### config.mk
export PLATFORM = sky130hd
export DESIGN_NAME = conv2_layer_sequencer
export DESIGN_NICKNAME = d
export VERILOG_FILES = /design/src/rtl/conv2_pkg.sv /design/src/rtl/wrap_counter.sv /design/src/rtl/conv2_layer_sequencer.sv
export SDC_FILE = /design/constraint.sdc
export NUM_CORES = 1
export LEC_CHECK = 0
export BUFFER_PORTS_ARGS = -buffer_cell sky130_fd_sc_hd__buf_2
export CAP_MARGIN = 20
export CORE_MARGIN = 3
export CORE_UTILIZATION = 51
export CTS_CLUSTER_SIZE = 14
export DETAILED_ROUTE_END_ITERATION = 16
export PLACE_DENSITY = 0.79
export SKIP_LAST_GASP = 1
export SLEW_MARGIN = 10
export SYNTH_ARGS = -nofsm -noshare
export SYNTH_HDL_FRONTEND = slang
export SYNTH_SLANG_ARGS = --single-unit
### constraint.sdc
create_clock -name clk -period 1.8 [get_ports clk]
set_input_delay 0.18 -clock clk [delete_from_list [all_inputs] [get_ports clk]]
set_output_delay 0.18 -clock clk [all_outputs]
set_load 0.02 [all_outputs]
### src/rtl/conv2_pkg.sv
// conv2_pkg -- shared definitions for the conv2 layer sequencer.
//   TAPS     : kernel taps per output pixel (5x5 kernel)
//   PIXELS   : output pixels per channel (8x8 image)
//   CHANNELS : output channels
//   PIPE_LAT : MAC pipeline cycles from the last mac_en to a valid result
//   state_e  : sequencer FSM state encoding
package conv2_pkg;

  localparam int TAPS     = 25;
  localparam int PIXELS   = 64;
  localparam int CHANNELS = 3;
  localparam int PIPE_LAT = 2;

  localparam int TAP_W   = 5;
  localparam int PIX_W   = 6;
  localparam int CHAN_W  = 2;
  localparam int DRAIN_W = 2;

  typedef enum logic [2:0] {
    IDLE   = 3'd0,
    CLEAR  = 3'd1,
    MAC    = 3'd2,
    DRAIN  = 3'd3,
    WRITE  = 3'd4,
    FINISH = 3'd5
  } state_e;

endpackage

### src/rtl/wrap_counter.sv
// wrap_counter -- saturating up-counter with synchronous clear.
//   clk    : clock
//   inc    : advance by one (ignored once value has reached MAX_VAL)
//   clr    : synchronous clear to 0, wins over inc
//   value  : current count
//   at_max : value == MAX_VAL
// The count never wraps; the owner decides when to clear it.
module wrap_counter #(
  parameter int WIDTH   = 5,
  parameter int MAX_VAL = 24
) (
  input  logic             clk,
  input  logic             inc,
  input  logic             clr,
  output logic [WIDTH-1:0] value,
  output logic             at_max
);

  logic [WIDTH-1:0] value_q;
  logic [WIDTH-1:0] value_d;

  assign at_max = (value_q == WIDTH'(MAX_VAL));
  assign value  = value_q;

  always_comb begin
    value_d = value_q;
    if (clr) begin
      value_d = '0;
    end else if (inc && !at_max) begin
      value_d = value_q + WIDTH'(1);
    end
  end

  always_ff @(posedge clk) begin
    value_q <= value_d;
  end

endmodule

### src/rtl/conv2_layer_sequencer.sv
// conv2_layer_sequencer -- steps a MAC unit through one full conv2 layer:
// for every channel (0..2) and every output pixel (0..63) it clears the
// accumulator, feeds 25 kernel taps, waits out the MAC pipeline and writes
// the result.
//   clk       : clock, all state updates on posedge
//   reset     : synchronous active-high reset
//   start     : run one layer; only looked at in IDLE
//   stall     : operands not ready; freezes the MAC phase
//   mac_clear : clear accumulator (one cycle per pixel)
//   mac_en    : accumulate current tap
//   tap       : kernel tap index 0..24
//   wr_en     : write MAC result to the output memory
//   wr_addr   : output pixel address 0..63 (held between writes)
//   wr_chan   : output channel 0..2 (held between writes)
//   busy      : high whenever not IDLE
//   done      : one-cycle pulse at layer completion
// Handshake: stall is a plain level "not ready"; while it is high in MAC no
// tap is consumed (mac_en low, tap held). It has no effect in other states.
module conv2_layer_sequencer
  import conv2_pkg::*;
(
  input  logic              clk,
  input  logic              reset,
  input  logic              start,
  input  logic              stall,
  output logic              mac_clear,
  output logic              mac_en,
  output logic [TAP_W-1:0]  tap,
  output logic              wr_en,
  output logic [PIX_W-1:0]  wr_addr,
  output logic [CHAN_W-1:0] wr_chan,
  output logic              busy,
  output logic              done
);

  state_e              state_q, state_d;
  logic [DRAIN_W-1:0]  drain_q, drain_d;

  logic              tap_inc, tap_clr, tap_max;
  logic              pix_inc, pix_clr, pix_max;
  logic              chan_inc, chan_clr, chan_max;
  logic [TAP_W-1:0]  tap_val;
  logic [PIX_W-1:0]  pix_val;
  logic [CHAN_W-1:0] chan_val;

  logic in_idle, in_mac, in_write, in_finish, launch, tap_step;

  assign in_idle   = (state_q == IDLE);
  assign in_mac    = (state_q == MAC);
  assign in_write  = (state_q == WRITE);
  assign in_finish = (state_q == FINISH);
  assign launch    = in_idle && start;
  assign tap_step  = in_mac && !stall;

  // Tap is cleared as MAC is left, so it reads 0 in every other state.
  assign tap_inc  = tap_step && !tap_max;
  assign tap_clr  = reset || (tap_step && tap_max);

  // Pixel/channel are cleared on launch and after FINISH so IDLE shows 0.
  assign pix_inc  = in_write && !pix_max;
  assign pix_clr  = reset || launch || in_finish || (in_write && pix_max && !chan_max);
  assign chan_inc = in_write && pix_max && !chan_max;
  assign chan_clr = reset || launch || in_finish;

  wrap_counter #(.WIDTH(TAP_W), .MAX_VAL(TAPS - 1)) u_tap_cnt (
    .clk    (clk),
    .inc    (tap_inc),
    .clr    (tap_clr),
    .value  (tap_val),
    .at_max (tap_max)
  );

  wrap_counter #(.WIDTH(PIX_W), .MAX_VAL(PIXELS - 1)) u_pix_cnt (
    .clk    (clk),
    .inc    (pix_inc),
    .clr    (pix_clr),
    .value  (pix_val),
    .at_max (pix_max)
  );

  wrap_counter #(.WIDTH(CHAN_W), .MAX_VAL(CHANNELS - 1)) u_chan_cnt (
    .clk    (clk),
    .inc    (chan_inc),
    .clr    (chan_clr),
    .value  (chan_val),
    .at_max (chan_max)
  );

  always_ff @(posedge clk) begin
    if (reset) begin
      state_q <= IDLE;
      drain_q <= '0;
    end else begin
      state_q <= state_d;
      drain_q <= drain_d;
    end
  end

  always_comb begin
    state_d = state_q;
    drain_d = '0;
    unique case (state_q)
      IDLE:   if (start) state_d = CLEAR;
      CLEAR:  state_d = MAC;
      MAC:    if (tap_step && tap_max) state_d = DRAIN;
      DRAIN: begin
        drain_d = drain_q + DRAIN_W'(1);
        if (drain_q == DRAIN_W'(PIPE_LAT - 1)) begin
          state_d = WRITE;
          drain_d = '0;
        end
      end
      WRITE:  state_d = (pix_max && chan_max) ? FINISH : CLEAR;
      FINISH: state_d = IDLE;
      default: state_d = IDLE;
    endcase
  end

  // mac_en is gated directly by stall so no tap is consumed in a stalled
  // cycle; everything else is a pure decode of state and counters.
  assign mac_clear = (state_q == CLEAR);
  assign mac_en    = tap_step;
  assign tap       = tap_val;
  assign wr_en     = in_write;
  assign wr_addr   = pix_val;
  assign wr_chan   = chan_val;
  assign busy      = !in_idle;
  assign done      = in_finish;

endmodule

==> flow_summary.json <==
{
  "setup_violations": 0,
  "gp_congestion": 0.846,
  "ys_ff_latch": 18,
  "num_rows": 14,
  "rr_worst_depth": 4,
  "wl_um": 1860,
  "cts_num_sinks": 18,
  "status": "complete, no violations",
  "period_share_pct": 94.8,
  "antenna_found_initial": 0,
  "post_layout_nonfiller_instances": 154,
  "seqPwrFrac_pct": 56.5,
  "drc_errors": 0,
  "vias": 814,
  "worstPathRequired_ns": 1.62,
  "port_buffers": 21,
  "clk_latency_ns": 0.29,
  "switchingPower_uw": 215,
  "final_common_cell": "buf_2",
  "synthDistinctLibCells": 35,
  "ys_warn_count": 0,
  "cellInternalPower_uw": 543,
  "crit_arrival_ns": 1.53,
  "dp_hpwl_um": 1390,
  "root_buffer": "clkbuf_4",
  "coreArea_um2": 1590,
  "r2r-end": "u_chan_cnt.value[1]",
  "vias_per_cell": 5.29,
  "drive_gt1_share_pct": 26.9,
  "grt_pass1_wl_um": 3180,
  "diodes": 0,
  "p_leak_uw": 0.000479,
  "regToRegStartpoint": "state_q[2]",
  "fmax_mhz": 586,
  "crit_start": "state_q[2]",
  "power_density_nw_per_um2": 698,
  "grt_pass1_vias": 753,
  "start_util_pct": 57.5,
  "avgSynthCellArea_um2": 8.65,
  "fin_crit_ns": 1.71,
  "syn2layout_area_growth_pct": 18.4,
  "path_class": "reg2out",
  "cts_tree": "built",
  "drt_iter0_markers": 16,
  "cp-end-kind": "output pin",
  "clock_power_share_pct": 26.3,
  "finalHoldViolations": 0,
  "peakVddDrop_v": 0.000495,
  "grt_overflow": 0,
  "grt_setup_unrepaired": "no",
  "skew_ns": 0.00246,
  "die_x_um": 48.4,
  "p_comb_share_pct": 17.2,
  "synth_nets": 115,
  "drt-wirelength-per-cell_um": 12.1,
  "worstSetupStartpointType": "flop",
  "die_area_um2": 2340,
  "grtUsageTotal_pct": 17.2,
  "worstPathMaxFanout": 6,
  "netlist_instances": 106,
  "htreeDepth": 1,
  "dp.cells": 150,
  "switching_share_pct": 28.4,
  "syn_area_um2": 917,
  "crit_end": "mac_en",
  "ioPinCount": 22,
  "firstDrtPassIters": 4,
  "die_h_um": 48.4,
  "finalSetupTns_ns": 0,
  "path_clk_slew_ns": 0.10,
  "grt_max_degree": 11,
  "slew_viol_final": 0,
  "slew_headroom_pct": 72.1,
  "tightestPinTransition_ns": 0.413,
  "antenna_left": 0,
  "yosysSeqAreaShare_pct": 39.3,
  "cts_buffers": 3,
  "clock_path_buffers": 2,
  "cap_violations": 0,
  "final_cell_mix": "21 x buf_2, 17 x dfxtp_1, 16 x nor2_1",
  "final_nets": 141,
  "hold_class": "in2reg",
  "reg2reg_setup_slack_ns": 0.14
}
## power by group through the flow
| stage | Sequential, uW | Clock, uW | Combinational, uW |
|---|---|---|---|
| after floorplan | 430 | 0 | 95.2 |
| after global placement | 436 | 0 | 123 |
| after detailed placement | 436 | 0 | 126 |
| after CTS | 428 | 209 | 127 |
| after global routing | 430 | 235 | 142 |
| final | 428 | 199 | 130 |
## layout make-up
type	instances	area, um^2
Clock buffer	3	22.5
Tap cell	24	30.0
Multi-Input combinational cell	75	499
Fill cell	146	508
Sequential cell	18	362
Inverter	8	30.0
Timing Repair Buffer	26	143
## critical path: stages (launching register included)
cell and delay (ns):
dfxtp_1 0.36, nand2b_1 0.21, or3_1 0.37, inv_2 0.12, buf_2 0.17
## per-layer routing
layer / track usage, % / vias up / share of wire (%)
met3: 3.37 / 5 / 3.4
met5: 0 / - / 0
li1: - / 419 / -
met2: 28.7 / 18 / 47
met4: 11.4 / 0 / 2.6
met1: 19.8 / 372 / 46
## worst min-delay path by stage
| stage | start | to | slack, ns | cells after the start |
|---|---|---|---|---|
| after floorplan | start | state_q[2] | 0.35 | 2 |
| after global placement | drain_q[0] | drain_q[0] | 0.41 | 1 |
| after detailed placement | drain_q[0] | drain_q[0] | 0.41 | 1 |
| after CTS | start | state_q[2] | 0.17 | 3 |
| after global routing | reset | u_tap_cnt.value[2] | 0.17 | 2 |
| final | reset | u_tap_cnt.value[1] | 0.18 | 2 |
## synth_stat cells
library cell  number  area [um^2]
nor4b_1            1         8.76
nand4_1            3         18.8
nand4b_1           1         8.76
or3b_2             1         8.76
xnor2_1            3         26.3
o31ai_1            1         7.51
a2111oi_2          1         15.0
inv_1              7         26.3
nor2_1            16         60.1
nand2b_1           1         6.26
a31oi_1            1         6.26
xor2_1             4         35.0
o211ai_1           1         7.51
clkinv_1           1         3.75
o41ai_1            1         8.76
o21ai_0            2         10.0
nand2_1            6         22.5
buf_2              1         5.00
nor3b_1            1         7.51
o2111a_1           1         11.3
a211oi_1           1         7.51
o21bai_1           1         7.51
buf_4              2         15.0
clkbuf_1           2         7.51
and3_1             2         12.5
nor4_4             1         21.3
mux2i_1            1         10.0
a21oi_1            7         35.0
and3b_1            1         8.76
or3b_4             1         11.3
dfxtp_1           18          360
or3_1              3         18.8
ha_1               5         62.6
nor3_1             5         25.0
nand3_1            2         10.0
## repair_timing
item | 4_1_cts | 5_1_grt
pin swaps | 0 | 0
buffers inserted | 0 | 1
gates cloned | 0 | 0
endpoints found under the setup margin | 1 | 1
hold buffers | 0 | 0
resized for setup | 1 | 1
## registers in the layout, summed over array words and instances, names as in the netlist
signal,count
u_chan_cnt.value,2
state_q,3
u_tap_cnt.value,5
drain_q,2
u_pix_cnt.value,6
## logic make-up after synthesis
logic type,count (synthesis),synth area share (%)
AO/OA/AOI/OAI,17,12.7
XOR/XNOR,7,6.68
adder cells (fa/ha/maj),5,6.82
buffers and inverters,13,6.28
flip-flops,18,39.3
multiplexers,1,1.09
AND/OR/NAND/NOR,45,27.1
## metrics by stage
step           power (uW)  setup WS [ns]  instance area (um^2)  hold slack, ns  utilization [%]
6_report              758         0.0944                  1090           0.175             68.1
4_1_cts               764         0.0556                  1080           0.169             67.7
2_1_floorplan         525          0.153                   917           0.352                -
3_3_place_gp          558          0.234                  1050           0.412             66.2
5_1_grt               808         0.0157                  1090           0.174             68.1
3_5_place_dp          562          0.172                  1050           0.415             66.2
(Power assumes the default switching activity.)
